File: config.mk
export PLATFORM = sky130hd
export DESIGN_NAME = hazard_ctrl
export DESIGN_NICKNAME = d
export VERILOG_FILES = /design/src/rtl/hazard_ctrl_pkg.sv /design/src/rtl/hazard_ctrl_watchdog.sv /design/src/rtl/hazard_ctrl.sv
export SDC_FILE = /design/constraint.sdc
export NUM_CORES = 1
export LEC_CHECK = 0
export CAP_MARGIN = 10
export CORE_MARGIN = 8
export CORE_UTILIZATION = 29
export DETAILED_ROUTE_END_ITERATION = 12
export PLACE_DENSITY = 0.77
export SLEW_MARGIN = 20
export SYNTH_ARGS = -nofsm -noshare
export SYNTH_HDL_FRONTEND = slang
export SYNTH_SLANG_ARGS = --single-unit
File: constraint.sdc
create_clock -name clk_i -period 1.4 [get_ports clk_i]
set_input_delay 0.21 -clock clk_i [delete_from_list [all_inputs] [get_ports clk_i]]
set_output_delay 0.21 -clock clk_i [all_outputs]
set_load 0.05 [all_outputs]
File: src/rtl/hazard_ctrl_pkg.sv
// Shared encodings for the pipeline hazard controller: FSM state codes and the
// load-use hazard test.
package hazard_ctrl_pkg;

   localparam logic [1:0] ST_RUN      = 2'd0;
   localparam logic [1:0] ST_MEM_WAIT = 2'd1;
   localparam logic [1:0] ST_ERR      = 2'd2;

   localparam logic [4:0] REG_ZERO = 5'd0;

   // A load targeting $0 never creates a real dependency.
   function automatic logic load_use_hit(
      input logic       ex_memread,
      input logic [4:0] ex_rt,
      input logic [4:0] id_rs,
      input logic [4:0] id_rt
   );
      return ex_memread && (ex_rt != REG_ZERO) && ((ex_rt == id_rs) || (ex_rt == id_rt));
   endfunction

endpackage

File: src/rtl/hazard_ctrl_watchdog.sv
// Memory-wait watchdog: counts stalled MEM_WAIT cycles and flags the cycle in
// which the count would reach MEM_TIMEOUT.
module mem_watchdog #(
   parameter int MEM_TIMEOUT = 64,
   parameter int CNT_W       = 7
) (
   input  logic clk_i,
   input  logic rst_i,
   input  logic inc_i,
   input  logic clr_i,
   output logic expired_o
);

   localparam logic [CNT_W-1:0] CNT_ONE = CNT_W'(1);
   localparam logic [CNT_W-1:0] CNT_TC  = CNT_W'(MEM_TIMEOUT - 1);

   logic [CNT_W-1:0] cnt;

   always_ff @(posedge clk_i or negedge rst_i) begin
      if (!rst_i) begin
         cnt <= '0;
      end else if (clr_i) begin
         cnt <= '0;
      end else if (inc_i) begin
         cnt <= cnt + CNT_ONE;
      end
   end

   // Expires in the cycle whose increment would land on MEM_TIMEOUT.
   assign expired_o = inc_i && (cnt == CNT_TC);

endmodule

File: src/rtl/hazard_ctrl.sv
// Pipeline hazard/sequencing controller for the 5-stage core.
// Optional performance counters are built when HAZARD_PERF_CNT_EN is defined.
//
// state       | meaning
// ST_RUN      | pipeline flows; load-use bubbles and branch flushes apply
// ST_MEM_WAIT | MEM access outstanding, whole pipeline frozen, watchdog runs
// ST_ERR      | memory timeout, pipeline frozen until reset, err_o high
module hazard_ctrl
   import hazard_ctrl_pkg::*;
#(
   parameter int MEM_TIMEOUT = 64,
   parameter int CNT_W       = 7
) (
   input  logic        clk_i,
   input  logic        rst_i,
   input  logic [4:0]  id_rs_i,
   input  logic [4:0]  id_rt_i,
   input  logic        ex_memread_i,
   input  logic [4:0]  ex_rt_i,
   input  logic        id_branch_taken_i,
   input  logic        mem_access_i,
   input  logic        mem_ready_i,
   output logic        pc_write_o,
   output logic        ifid_write_o,
   output logic        ifid_flush_o,
   output logic        idex_bubble_o,
   output logic        pipe_stall_o,
   output logic        err_o,
   output logic [31:0] perf_stall_cnt_o,
   output logic [31:0] perf_flush_cnt_o
);

   logic [1:0] state;
   logic [1:0] state_nxt;
   logic       wd_expired;
   logic       mem_stall;
   logic       load_use;
   logic       br_flush;

   always_comb begin
      state_nxt = state;
      case (state)
         ST_RUN:      if (mem_access_i && !mem_ready_i) state_nxt = ST_MEM_WAIT;
         ST_MEM_WAIT: if (mem_ready_i)                  state_nxt = ST_RUN;
                      else if (wd_expired)              state_nxt = ST_ERR;
         ST_ERR:      state_nxt = ST_ERR;
         default:     state_nxt = ST_RUN;
      endcase
   end

   always_ff @(posedge clk_i or negedge rst_i) begin
      if (!rst_i) state <= ST_RUN;
      else        state <= state_nxt;
   end

   mem_watchdog #(
      .MEM_TIMEOUT (MEM_TIMEOUT),
      .CNT_W       (CNT_W)
   ) u_watchdog (
      .clk_i     (clk_i),
      .rst_i     (rst_i),
      .inc_i     (state == ST_MEM_WAIT),
      .clr_i     (state_nxt == ST_RUN),
      .expired_o (wd_expired)
   );

   // Priority: memory stall masks load-use, load-use masks the branch flush.
   assign mem_stall = (state != ST_RUN) || (mem_access_i && !mem_ready_i);
   assign load_use  = !mem_stall && load_use_hit(ex_memread_i, ex_rt_i, id_rs_i, id_rt_i);
   assign br_flush  = !mem_stall && !load_use && id_branch_taken_i;

   always_comb begin
      pc_write_o    = 1'b1;
      ifid_write_o  = 1'b1;
      ifid_flush_o  = 1'b0;
      idex_bubble_o = 1'b0;
      pipe_stall_o  = 1'b0;
      if (rst_i) begin
         if (mem_stall) begin
            pc_write_o   = 1'b0;
            ifid_write_o = 1'b0;
            pipe_stall_o = 1'b1;
         end else if (load_use) begin
            pc_write_o    = 1'b0;
            ifid_write_o  = 1'b0;
            idex_bubble_o = 1'b1;
         end else if (br_flush) begin
            ifid_flush_o = 1'b1;
         end
      end
   end

   assign err_o = (state == ST_ERR);

`ifdef HAZARD_PERF_CNT_EN
   logic [31:0] stall_cnt;
   logic [31:0] flush_cnt;

   always_ff @(posedge clk_i or negedge rst_i) begin
      if (!rst_i) begin
         stall_cnt <= '0;
         flush_cnt <= '0;
      end else begin
         if (mem_stall || load_use) stall_cnt <= stall_cnt + 32'd1;
         if (br_flush)              flush_cnt <= flush_cnt + 32'd1;
      end
   end

   assign perf_stall_cnt_o = stall_cnt;
   assign perf_flush_cnt_o = flush_cnt;
`else
   assign perf_stall_cnt_o = 32'd0;
   assign perf_flush_cnt_o = 32'd0;
`endif

endmodule
==> results of run 1 <==
[logic make-up after synthesis]
| family | synth area share, % |
|---|---|
| adders and majority gates | 1.157 |
| other | 0.3469 |
| buffers and inverters | 45.95 |
| AOI/OAI and AO/OA | 4.399 |
| DFF | 20.83 |
| xor gates and xnor gates | 12.96 |
| muxes | 0.9260 |
| and+or+nand+nor | 13.43 |
[final timing paths]
check	end	slack [ns]
setup reg to reg	u_watchdog.cnt[3]	0.05
min in group clk_i	u_watchdog.cnt[4]	0.54
setup / recovery	ifid_write_o	-0.25
max in group asynchronous	state[0]	1.04
hold / removal	u_watchdog.cnt[3]	0.22
hold reg to reg	u_watchdog.cnt[4]	0.54
[cells in the mapped netlist, types with 2 or more instances]
cell      n
nand2_1   3
nor2b_1   4
buf_4    65
nand4_1   4
nand3_1   4
dfrtp_1   9
xnor2_1  11
o21a_1    2
nor2_1    9
xor2_1    5
[metal layers]
metal / vias up / global-route usage (%)
met5: - / 0
met4: 0 / 5.660
met3: 4 / 3.963
met2: 54 / 13.17
met1: 365 / 8.041
li1: 376 / -
[placed cells by master (no fill, tap or decap), types with 2 or more instances in the layout]
cell type	instances
nand3_1	4
clkdlybuf4s50_1	2
dlymetal6s2s_1	4
clkbuf_8	3
nor2b_1	2
xnor2_1	9
buf_4	12
nor2_1	8
dlygate4sd2_1	10
nand4_1	4
xor2_1	5
nand2_1	3
conb_1	64
nor2b_4	2
dfrtp_1	9
buf_6	5
buf_12	5
xnor2_2	2
[sequential cells by signal, summed over array words and instances (netlist names)]
name and count:
u_watchdog.cnt 7, state 2
[critical path, stage by stage]
cell and delay [ns]:
buf_6 0.09, or4_4 0.52, o21a_4 0.23, a31oi_4 0.21, buf_12 0.17
[cell type report]
class	count	area share, %
Multi-Input combinational cell	117	46.82
Tap cell	48	4.185
Inverter	1	0.2616
Clock buffer	4	3.139
Timing Repair Buffer	41	29.90
Sequential cell	9	15.69
[report_power, final]
part	internal, mW	switching [mW]	leakage [nW]
clock	0.198	0.101	0.0228
combinational	0.145	0.497	0.621
sequential	0.266	0.00465	0.124
[per-stage QoR]
step	power, mW	std cells	worst slack [ns]	util [%]
2_1_floorplan	0.8958	193	-0.3584	-
3_5_place_dp	0.9026	214	-0.6719	36.47
6_report	1.211	220	-0.2463	39.50
3_3_place_gp	0.8991	214	-0.6247	36.47
5_1_grt	1.274	220	-0.2772	39.50
4_1_cts	1.206	219	-0.3191	38.05
[repair_timing]
action                                  CTS  global route
cloned                                    0             0
buffers inserted                          1             2
hold buffers                              0             0
pin swaps                                11            13
endpoints found under the setup margin    5             6
resized for setup                        32            13
==> flow_summary.ini, run 1 <==
[run_status]
status = finished, violations left
failed_checks = negative setup slack

[final_layout]
n_fill_cell = 389
seq_area_um2 = 225.2
n_antenna_cell = 0
fin_nets = 195
multi_input_area_um2 = 671.9
drive_gt1_share_pct = 23.26
area_growth_pct = 32.75
fin_area_um2 = 1435

[power_and_ir_drop]
p_leak_nw = 0.7674
ir_drop_v = 0.0005299
p_per_area_nw_per_um2 = 844.2

[worst_setup_path]
path_max_fanout = 3
path_class = in2out
crit_start = ex_rt_i[4]
cp-end-kind = output pin
reg2reg_from = state[1]
reg2reg_depth = 7
arrival_ns = 1.44
cp-start-kind = primary input
worstPathRequired_ns = 1.19

[place]
hpwl_um = 2180
postPlaceCellArea_um2 = 1325
gp_congestion = 0.7770
port_buffers = 26

[drt]
wirelength_um = 2515
met1Wirelength_um = 939
routed-wl-met3_um = 296
wl_per_cell_um = 11.43
vias_per_cell = 3.632
detail-route-antenna-nets = 0
wl_met2_um = 1218
first_pass_iters = 4
post-route-drc-count = 0
drtIter0Drc = 1
top_layer_used = met4
vias = 799

[synthesis]
synth.area.top_cells = buf_4 45%, dfrtp_1 21%, xnor2_1 8.9%, xor2_1 4.1%, nor2_1 3.1%
synth_cells = 130
synth_top_area_share_pct = 45.14
async_flop_share_pct = 100.0
ys_ff_latch = 9
synth_edf_count = 0
synth_area_per_cell_um2 = 8.316
yosysSeqAreaShare_pct = 20.83
yosys.area.top_type = buf_4
synth_cell_type_count = 24
synth_area_um2 = 1081
yosys_most_used_dff = dfrtp_1
synth_warnings = 0

[clocking]
clkLatencyLatePin_ns = 0.23
cts.clk_slew.worst_paths_ns = 0.04
htree_levels = 1
cts_buffers = 3
cts-root-buf = clkbuf_8
cts_buffer_depth = 2
cts.sinks = 9
tritoncts = yes

[sta]
slew_violations = 0
finalCritPeriodShare_pct = 117.6
rsz0062_at_grt = true
fin_crit_ns = 1.646
fin_ws_ns = -0.2463
fin_skew_ns = 0.002496
setup_tns_ns = -1.107
fmax_ghz = 0.6074
hold_viol = 0
whs_ns = 0.2247
finalSetupViolCount = 5

[floorplan]
coreArea_um2 = 3633
num_rows = 22
die_x_um = 77.06
dieArea_um2 = 5937
io_pins = 91
fp.dieH_um = 77.06
initial_utilization_pct = 29.75

[grt]
grt_max_degree = 10
grt_first_pass_wirelength_um = 3850
grt_pass1_vias = 825
grtUsageTotal_pct = 8.135
grt-ovfl-total = 0
antenna_found_initial = 0

[job]
cap_violations = 0

[min_path]
min_path_type = in2async
Power figures use the tool's default switching activity.
==> inputs of run 2 (changes only) <==
--- a/config.mk
+++ b/config.mk
@@ -9,6 +9,7 @@
 export CORE_MARGIN = 8
 export CORE_UTILIZATION = 29
 export DETAILED_ROUTE_END_ITERATION = 12
+export GPL_TIMING_DRIVEN = 0
 export PLACE_DENSITY = 0.77
 export SLEW_MARGIN = 20
 export SYNTH_ARGS = -nofsm -noshare
==> run 2 against run 1 <==
The flow still finishes with violations (negative setup slack). Final cell count rose by 25%. Power grew 9.9%. Sequential power is essentially flat. First-iteration DRC count grew to 22 times the previous value. Clock skew about the same. Critical path depth increased by 1. Wire length grew 11%. Utilization increased by 10 points. Critical path type unchanged. Critical endpoint is now pc_write_o. Largest cell class is now non-clock buffers. Largest power group unchanged.
==> flow_summary.ini, run 2 (synthesis gave the netlist of run 1 again) <==
[floorplan]
die_x_um = 77.06
coreArea_um2 = 3633
fp.dieH_um = 77.06
dieArea_um2 = 5937
initial_utilization_pct = 29.75
num_rows = 22
io_pins = 91

[sta]
rsz0062_at_grt = true
hold_viol = 0
finalSetupViolCount = 4
slew_violations = 0
fmax_ghz = 0.5911
finalCritPeriodShare_pct = 120.8
fin_ws_ns = -0.2917
fin_crit_ns = 1.692
fin_skew_ns = 0.002001
setup_tns_ns = -0.9508

[final_layout]
regMostFlops = u_watchdog.cnt
fin_nets = 250
largest_reg_flops = 7
drive_gt1_share_pct = 43.61
n_fill_cell = 351
n_antenna_cell = 0
final_cell_mix = 68 x buf_4, 64 x conb_1, 9 x xnor2_1, 9 x dfrtp_1
final_common_cell = buf_4
top_regs = u_watchdog.cnt (7), state (2)
fin_cells = 275
area_growth_pct = 66.67
final_util_pct = 49.59

[power_and_ir_drop]
ir_drop_v = 0.0006534
p_switching_uw = 627.9
p_int_uw = 703.5
p_per_area_nw_per_um2 = 738.9
clockPowerShare_pct = 22.6
p_sw_share_pct = 47.16
p_seq_share_pct = 20.5
pwr-share-comb_pct = 56.9
p_leak_nw = 1.028

[grt]
grt-ovfl-total = 0
grt_first_pass_wirelength_um = 4153
grt_max_degree = 10
grtUsageTotal_pct = 8.564
antenna_found_initial = 0
grt_pass1_vias = 872

[worst_setup_path]
reg2reg_from = state[1]
worstPathRequired_ns = 1.19
timing.rr.end = u_watchdog.cnt[6]
path_max_fanout = 3
reg2reg_setup_slack_ns = 0.09
path_class = in2out
reg2reg_depth = 6
arrival_ns = 1.48
cp-start-kind = primary input
cp-end-kind = output pin

[drt]
post-route-drc-count = 0
wl_per_cell_um = 10.17
routed-wl-met3_um = 260
wirelength_um = 2798
detail-route-antenna-nets = 0
drtIter0Drc = 22
wl_met2_um = 1339
vias = 918
first_pass_iters = 3
top_layer_used = met4
vias_per_cell = 3.338
met1Wirelength_um = 1162

[clocking]
cts_buffer_depth = 2
clkLatencyLatePin_ns = 0.23
htree_levels = 1
cts.sinks = 9
cts-root-buf = clkbuf_8
cts_buffers = 3
tritoncts = yes
cts.clk_slew.worst_paths_ns = 0.04

[place]
numPlacedInstances = 267
gp_congestion = 0.8340
port_buffers = 26
hpwl_um = 2361

[job]
cap_violations = 0

[min_path]
worstHoldStart = mem_ready_i
hold_end = state[1]
whs_path_depth = 3
min_path_type = in2reg

[run_status]
status = finished, violations left
failed_checks = negative setup slack
[run 2: changes by cell type in the layout (fill, tap and decap cells not counted), sizes merged]
cell | previous run | this run
buf | 24 | 78
clkdlybuf4s15 | 0 | 3
dlymetal6s2s | 4 | 1
dlygate4sd2 | 10 | 8
clkbuf | 5 | 7
dlygate4sd3 | 0 | 1
[run 2: worst max path at each step]
stage | startpoint | end | slack, ns | cells after the start
global placement | ex_rt_i[1] | pc_write_o | -1.38 | 6
detailed placement | ex_rt_i[1] | pc_write_o | -1.39 | 6
CTS | ex_rt_i[1] | pc_write_o | -0.34 | 6
finish | ex_rt_i[1] | pc_write_o | -0.29 | 6
floorplan | ex_rt_i[1] | pc_write_o | -0.36 | 4
global route | state[1] | pc_write_o | -0.31 | 5
[run 2: layer usage]
| metal | vias up | GRT usage [%] |
|---|---|---|
| met5 | - | 0 |
| met4 | 0 | 3.962 |
| met3 | 4 | 3.147 |
| met2 | 54 | 14.70 |
| met1 | 376 | 9.109 |
| li1 | 484 | - |
[run 2: layout make-up]
type | count | area (um^2) | area share (%)
multi-input combinational | 117 | 684.4 | 37.99
buffer | 66 | 499.2 | 27.71
timing repair buffer | 30 | 284.0 | 15.76
sequential | 9 | 225.2 | 12.50
tap | 48 | 60.06 | 3.333
clock buffer | 4 | 45.04 | 2.500
inverter | 1 | 3.754 | 0.2083
[run 2: worst max-delay path, stage by stage]
cell and delay [ns]:
buf_8 0.09, or4_4 0.52, o21a_4 0.23, a31oi_4 0.18, buf_6 0.12, buf_8 0.13
[run 2: timing repair]
action	4_1_cts	5_1_grt
hold endpoints to repair	9	0
endpoints found under the setup margin	6	6
gates resized for setup	82	18
hold buffers	1	0
setup buffers	2	2
pin swaps	17	9
[run 2: through the flow]
stage	hold WS, ns	area, um^2	setup slack, ns	power, mW
3_3_place_gp	0.5184	1677	-1.381	0.9938
4_1_cts	0.4782	1754	-0.3396	1.311
6_report	0.4706	1802	-0.2917	1.331
2_1_floorplan	-0.08559	1356	-0.3584	0.8958
5_1_grt	0.5093	1802	-0.3125	1.384
3_5_place_dp	0.5246	1677	-1.386	0.9973
[run 2: power by group through the flow]
stage	Clock [mW]	Sequential [mW]	Combinational, mW
after CTS	0.307	0.273	0.731
after detailed placement	0	0.276	0.721
after global routing	0.320	0.273	0.791
final	0.301	0.273	0.758
after floorplan	0	0.275	0.621
after global placement	0	0.275	0.718
